[src/rtl/seg7_scan_driver_pkg.sv]
// -----------------------------------------------------------------------------
// seg7_scan_driver_pkg
//   Shared definitions for the 4-digit multiplexed 7-segment driver.
//   Holds the active-low segment patterns ({g,f,e,d,c,b,a}, 0 = segment lit),
//   the "all anodes off" pattern and the shadow register bundle that is
//   latched once per frame.
//   No ports (package).
// -----------------------------------------------------------------------------
package seg7_scan_driver_pkg;

  // Active-low segment patterns, bit order {g,f,e,d,c,b,a}
  localparam logic [6:0] SEG_0    = 7'h40;
  localparam logic [6:0] SEG_1    = 7'h79;
  localparam logic [6:0] SEG_2    = 7'h24;
  localparam logic [6:0] SEG_3    = 7'h30;
  localparam logic [6:0] SEG_4    = 7'h19;
  localparam logic [6:0] SEG_5    = 7'h12;
  localparam logic [6:0] SEG_6    = 7'h02;
  localparam logic [6:0] SEG_7    = 7'h78;
  localparam logic [6:0] SEG_8    = 7'h00;
  localparam logic [6:0] SEG_9    = 7'h10;
  localparam logic [6:0] SEG_A    = 7'h08;
  localparam logic [6:0] SEG_B    = 7'h03;
  localparam logic [6:0] SEG_C    = 7'h46;
  localparam logic [6:0] SEG_D    = 7'h21;
  localparam logic [6:0] SEG_E    = 7'h06;
  localparam logic [6:0] SEG_F    = 7'h0E;
  localparam logic [6:0] SEG_DASH = 7'h3F;
  localparam logic [6:0] SEG_OFF  = 7'h7F;

  // Anodes are active-low; all ones means no digit is driven
  localparam logic [3:0] AN_OFF   = 4'b1111;

  // Snapshot of the inputs taken at each frame boundary
  typedef struct packed {
    logic [15:0] value;
    logic [3:0]  dp;
    logic        hex_mode;
    logic        blank_lz;
  } shadow_t;

  localparam shadow_t SHADOW_RESET = '0;

  // Returns 1 when digit k must be blanked as a leading zero: blanking is
  // enabled, k is not the rightmost digit, and every nibble from digit 3
  // down to digit k is zero.
  function automatic logic lz_blank(input logic [15:0] value,
                                    input logic [1:0]  k,
                                    input logic        enable);
    logic r;
    r = 1'b0;
    if (enable) begin
      case (k)
        2'd3:    r = (value[15:12] == 4'h0);
        2'd2:    r = (value[15:8]  == 8'h00);
        2'd1:    r = (value[15:4]  == 12'h000);
        default: r = 1'b0;
      endcase
    end
    return r;
  endfunction

endpackage

[src/rtl/seg7_decode.sv]
// -----------------------------------------------------------------------------
// seg7_decode
//   Combinational nibble to active-low 7-segment pattern decoder.
//   Ports:
//     i_nibble    in  4  digit value 0..15
//     i_hex_mode  in  1  1: 10..15 show A,b,C,d,E,F; 0: 10..15 show a dash
//     o_seg       out 7  {g,f,e,d,c,b,a}, active-low
// -----------------------------------------------------------------------------
module seg7_decode
  import seg7_scan_driver_pkg::*;
(
  input  logic [3:0] i_nibble,
  input  logic       i_hex_mode,
  output logic [6:0] o_seg
);

  always_comb begin
    o_seg = SEG_DASH;
    case (i_nibble)
      4'h0: o_seg = SEG_0;
      4'h1: o_seg = SEG_1;
      4'h2: o_seg = SEG_2;
      4'h3: o_seg = SEG_3;
      4'h4: o_seg = SEG_4;
      4'h5: o_seg = SEG_5;
      4'h6: o_seg = SEG_6;
      4'h7: o_seg = SEG_7;
      4'h8: o_seg = SEG_8;
      4'h9: o_seg = SEG_9;
      4'hA: o_seg = i_hex_mode ? SEG_A : SEG_DASH;
      4'hB: o_seg = i_hex_mode ? SEG_B : SEG_DASH;
      4'hC: o_seg = i_hex_mode ? SEG_C : SEG_DASH;
      4'hD: o_seg = i_hex_mode ? SEG_D : SEG_DASH;
      4'hE: o_seg = i_hex_mode ? SEG_E : SEG_DASH;
      4'hF: o_seg = i_hex_mode ? SEG_F : SEG_DASH;
      default: o_seg = SEG_DASH;
    endcase
  end

endmodule

[src/rtl/seg7_scan_driver.sv]
// -----------------------------------------------------------------------------
// seg7_scan_driver
//   Multiplexed 4-digit 7-segment display driver. One digit is driven per
//   refresh slot of REFRESH_DIV clocks; the first BLANK_CYCLES clocks of each
//   slot turn every anode off so the previous digit's pattern cannot ghost
//   onto the next one. Inputs are sampled into shadow registers only at the
//   frame boundary (end of the digit-3 slot), so a frame never mixes two
//   input values. All display outputs are registered (one clock latency).
//   Ports:
//     clk         in  1   system clock
//     clr         in  1   synchronous active-high reset
//     value_in    in  16  four nibbles, [3:0] = digit 0 (rightmost)
//     dp_in       in  4   decimal point request per digit, 1 = lit
//     hex_mode    in  1   1: nibbles 10..15 show A..F; 0: dash
//     blank_lz    in  1   1: blank leading zeros (digit 0 never blanked)
//     an          out 4   anodes, active-low one-hot, an[0] = digit 0
//     seg         out 7   cathodes {g,f,e,d,c,b,a}, active-low
//     dp          out 1   decimal point cathode, active-low
//     frame_tick  out 1   one-cycle pulse after the shadow registers load
// -----------------------------------------------------------------------------
module seg7_scan_driver
  import seg7_scan_driver_pkg::*;
#(
  parameter int unsigned REFRESH_DIV  = 100000,
  parameter int unsigned BLANK_CYCLES = 50
) (
  input  logic        clk,
  input  logic        clr,
  input  logic [15:0] value_in,
  input  logic [3:0]  dp_in,
  input  logic        hex_mode,
  input  logic        blank_lz,
  output logic [3:0]  an,
  output logic [6:0]  seg,
  output logic        dp,
  output logic        frame_tick
);

  localparam int unsigned CW = $clog2(REFRESH_DIV);
  localparam logic [CW-1:0] SLOT_LAST = CW'(REFRESH_DIV - 1);
  localparam logic [CW-1:0] GHOST_END = CW'(BLANK_CYCLES);

  // State
  logic [CW-1:0] r_ref_cnt;
  logic [1:0]    r_digit_idx;
  shadow_t       r_shadow;

  // Output registers
  logic [3:0]    r_an;
  logic [6:0]    r_seg;
  logic          r_dp;
  logic          r_frame_tick;

  // Combinational next-output terms
  logic          w_slot_end;
  logic          w_frame_end;
  logic          w_ghost;
  logic [3:0]    w_nibble;
  logic [6:0]    w_dec_seg;
  logic          w_lz;
  logic [3:0]    w_an_next;
  logic [6:0]    w_seg_next;
  logic          w_dp_next;

  assign w_slot_end  = (r_ref_cnt == SLOT_LAST);
  assign w_frame_end = w_slot_end && (r_digit_idx == 2'd3);
  assign w_ghost     = (r_ref_cnt < GHOST_END);

  // Select the shadowed nibble for the digit currently being scanned
  always_comb begin
    w_nibble = r_shadow.value[3:0];
    case (r_digit_idx)
      2'd0: w_nibble = r_shadow.value[3:0];
      2'd1: w_nibble = r_shadow.value[7:4];
      2'd2: w_nibble = r_shadow.value[11:8];
      2'd3: w_nibble = r_shadow.value[15:12];
      default: w_nibble = r_shadow.value[3:0];
    endcase
  end

  seg7_decode u_decode (
    .i_nibble   (w_nibble),
    .i_hex_mode (r_shadow.hex_mode),
    .o_seg      (w_dec_seg)
  );

  assign w_lz = lz_blank(r_shadow.value, r_digit_idx, r_shadow.blank_lz);

  // During the ghost window everything is dark. Outside it the anode is
  // driven even for a blanked leading zero so its decimal point can still
  // light.
  always_comb begin
    w_an_next  = AN_OFF;
    w_seg_next = SEG_OFF;
    w_dp_next  = 1'b1;
    if (!w_ghost) begin
      w_an_next  = ~(4'b0001 << r_digit_idx);
      w_seg_next = w_lz ? SEG_OFF : w_dec_seg;
      w_dp_next  = ~r_shadow.dp[r_digit_idx];
    end
  end

  // Refresh counter, digit index and frame snapshot
  always_ff @(posedge clk) begin
    if (clr) begin
      r_ref_cnt    <= '0;
      r_digit_idx  <= 2'd0;
      r_shadow     <= SHADOW_RESET;
      r_frame_tick <= 1'b0;
    end else begin
      r_frame_tick <= w_frame_end;
      if (w_slot_end) begin
        r_ref_cnt   <= '0;
        r_digit_idx <= r_digit_idx + 2'd1;
      end else begin
        r_ref_cnt   <= r_ref_cnt + 1'b1;
      end
      if (w_frame_end) begin
        r_shadow.value    <= value_in;
        r_shadow.dp       <= dp_in;
        r_shadow.hex_mode <= hex_mode;
        r_shadow.blank_lz <= blank_lz;
      end
    end
  end

  // Registered pin drivers
  always_ff @(posedge clk) begin
    if (clr) begin
      r_an  <= AN_OFF;
      r_seg <= SEG_OFF;
      r_dp  <= 1'b1;
    end else begin
      r_an  <= w_an_next;
      r_seg <= w_seg_next;
      r_dp  <= w_dp_next;
    end
  end

  assign an         = r_an;
  assign seg        = r_seg;
  assign dp         = r_dp;
  assign frame_tick = r_frame_tick;

endmodule

[config.mk]
export PLATFORM = sky130hd
export DESIGN_NAME = seg7_scan_driver
export DESIGN_NICKNAME = d
export VERILOG_FILES = /design/src/rtl/seg7_scan_driver_pkg.sv /design/src/rtl/seg7_decode.sv /design/src/rtl/seg7_scan_driver.sv
export SDC_FILE = /design/constraint.sdc
export NUM_CORES = 1
export LEC_CHECK = 0
export CORE_ASPECT_RATIO = 1.4
export CORE_MARGIN = 10
export CORE_UTILIZATION = 28
export CTS_CLUSTER_SIZE = 8
export DETAILED_ROUTE_END_ITERATION = 10
export SLEW_MARGIN = 0
export SYNTH_ARGS = -nofsm -noshare
export SYNTH_HDL_FRONTEND = slang
export SYNTH_SLANG_ARGS = --single-unit
export TNS_END_PERCENT = 20
[constraint.sdc]
create_clock -name clk -period 2.6 [get_ports clk]
set_clock_uncertainty 0.2 [all_clocks]
set_input_delay 0.26 -clock clk [delete_from_list [all_inputs] [get_ports clk]]
set_output_delay 0.26 -clock clk [all_outputs]
set_load 0.01 [all_outputs]
==> qor.csv, run 1 <==
metric,value,unit
Skew-Pair Late Insertion Delay,0.29,ns
detailed placer's ending HPWL,4.412,mm
Port Buffer Count,36,
Root Driver,clkbuf_16,
worst hold stages,1,
GR Util All Layers,8.869,%
CTS Hold Bufs,0,
cts bufs inserted,5,
largest net degree at the start of global routing,27,
critical path data required time,2.63,ns
Syn Nets,293,
area of the multi-input gates,1274,um2
post-synth top area share,43.77,%
initial antenna violation count,0,
mean post-synth cell area,9.391,um2
Gate power share,3.5,%
Post-DP Area,2919,um2
Switching Power,0.0003267,W
P_leak,1.050,nW
unique cell type count in the Yosys netlist,46,
final WL,5.843,mm
Synth warnings,0,
Int Pwr,0.001321,W
Inserted Diodes,0,
switching share of power,19.83,%
PD cells,533.5,nW/um2
number of fill cells,900,
status,"complete, no violations",
share of layout cells above drive strength 1,8.696,%
Die Width,99.38,um
cells after synthesis,263,
Final Power,0.001648,W
WHS,0.2502,ns
Final nets,328,
startpoint class of the critical path,flip-flop,
worst slew pin tran,0.6140,ns
Clock Pin Slew Worst Setup and Hold Paths,0.07,ns
Yosys reg bits,54,
Area contributors post-synth,"dfxtp_1, mux2i_1, nor2_1, xnor2_1, ha_1",
Peak Freq,0.4123,GHz
Slew HR,57.89,%
IO Pins,37,
Worst Hold Class,flip-flop to flip-flop,
RSZ-0062 raised after global routing,false,
final non-filler cell total,404,
Worst setup EP type,flip-flop,
Final Cycle Share,93.29,%
GRT overflow,0,
number of global-route vias before repair,1994,
Core Rows,40,
final max-slew violation count,0,
synthesized area,2470,um2
post-CTS setup buffer count,0,
post-CTS sizing,0,
kind of critical path,flip-flop to flip-flop,
htree depth,2,
clock sink count,54,
reg2reg path depth,7,
post-DR wirelength/cell,14.46,um
peak supply drop,0.0003079,V
P&R area growth vs syn,25.08,%
Clock power frac,45.9,%
Fin. Hold Viols,0,
TritonCTS clock tree,done,
FF/Latch Area,1081,um2
DRC viols,0,
Main synth FF type,dfxtp_1,
ANT nets after route,0,
RD Place Congestion,0.8812,
"FFs w/ async S/R, synth",0,%
initial core utilization,28.69,%
Sequential Power Share,50.6,%
CTS max path bufs,2,
Post-Place Cells,396,
leading area contributor after synthesis,dfxtp_1,
core area,8608,um2
die area,13030,um2
DR iter-0 viols,96,
drt pass-1 iters,4,
post-layout min period,2.426,ns
"Setup violations, final",0,
total number of vias,1931,
max-cap viol count,0,
CP Max Fanout,9,
register area share after synthesis,43.77,%
Vias/cell,4.780,
fin area,3089,um2
Post-synth EDFFs,0,
global-route wire length before repair,9.763,mm
CP Data Arrival Time,2.46,ns
setup TNS,0,ns
Die Y-Extent,131.1,um
## worst paths after layout
path / start / endpoint / slack [ns]
worst min register to register: r_ref_cnt[0]$_SDFF_PP0_ / r_ref_cnt[0]$_SDFF_PP0_ / 0.25
worst max register to register: r_digit_idx[0]$_SDFFE_PP0N_ / seg[2]$_SDFF_PP1_ / 0.17
worst min-delay path: r_ref_cnt[0]$_SDFF_PP0_ / r_ref_cnt[0]$_SDFF_PP0_ / 0.25
worst max-delay path: r_digit_idx[0]$_SDFFE_PP0N_ / seg[2]$_SDFF_PP1_ / 0.17
## cell usage in the layout, fill, tap and decap left out, types with 3 or more instances in the layout
master and n:
nor3_1 7, nand2_1 15, inv_1 12, mux2i_1 27
a21oi_1 6, and3_1 3, o21ai_0 9, clkbuf_16 5
nand3_1 9, xor2_1 4, nor2_1 50, dfxtp_1 54
o22ai_1 3, a222oi_1 4, xnor2_1 12, clkdlybuf4s50_1 36
mux2_2 4, ha_1 6
## layout make-up
type                    count  share of cell area (%)
multi-input cells         187                   41.23
flip-flops and latches     54                   34.99
repair buffers             38                   12.56
well taps                 105                   4.253
clock buffers               5                   4.050
clock inverters             3                   1.458
inverters                  12                   1.458
## cell usage after synthesis (2+ instances only)
cell,n
dfxtp_1,54
nor2_1,50
mux2i_1,27
nand2_1,15
inv_1,12
xnor2_1,12
nand3_1,9
o21ai_0,9
nor3_1,7
a21oi_1,6
ha_1,6
a222oi_1,4
mux2_2,4
xor2_1,4
and3_1,3
o22ai_1,3
buf_2,2
buf_6,2
clkbuf_1,2
clkbuf_2,2
nand3_2,2
nand4_1,2
nor2_2,2
nor4_1,2
## worst max-delay path, stage by stage, from the launching register on
cell and delay (ns):
dfxtp_1 0.45, inv_1 0.12, ha_1 0.30, a222oi_1 0.41, mux2_2 0.34, nand2_1 0.13, a221o_1 0.35, nand2_1 0.06
## cells by family (layout without fill, tap and decap cells)
group	after synthesis	count (layout)	share of synthesized area (%)
AO/OA/AOI/OAI	31	31	9.068
XOR/XNOR	16	16	5.674
adder cells (fa/ha/maj)	6	6	3.039
buffers and inverters	22	58	4.661
flip-flops	54	54	43.77
multiplexers	32	32	13.68
AND/OR/NAND/NOR	102	102	20.11
## power by group through the flow
stage	sequential, W	clock (W)	combinational, W
finish	0.000834	0.000756	0.0000580
global route	0.000834	0.000804	0.0000637
CTS	0.000834	0.000778	0.0000598
detailed placement	0.000853	0	0.0000602
global placement	0.000853	0	0.0000593
floorplan	0.000852	0	0.0000196
## metrics by stage
stage / setup WS (ns) / utilization, %
floorplan: 0.5317 / -
global placement: 0.3850 / 33.91
detailed placement: 0.2288 / 33.91
CTS: 0.2297 / 35.89
global route: 0.06494 / 35.89
finish: 0.1744 / 35.89
## sequential cells by signal, summed over array words and instances, names as in the netlist
name	count
r_ref_cnt	17
r_digit_idx	2
dp	1
frame_tick	1
seg	7
an	4
r_shadow	22
## routing by layer
metal  GRT usage, %  share of wire, %
met1          9.278                39
met2          16.32                54
met3          2.781               5.4
met4          2.396               1.4
met5              0                 0
Note: power is estimated with default switching activity, not from simulation.
==> run 2: changes to the inputs <==
Settings changed: CTS_CLUSTER_SIZE 8 to 14.
==> results of run 2 <==
The final DEF is identical to that of run 1; final timing and power are the same.
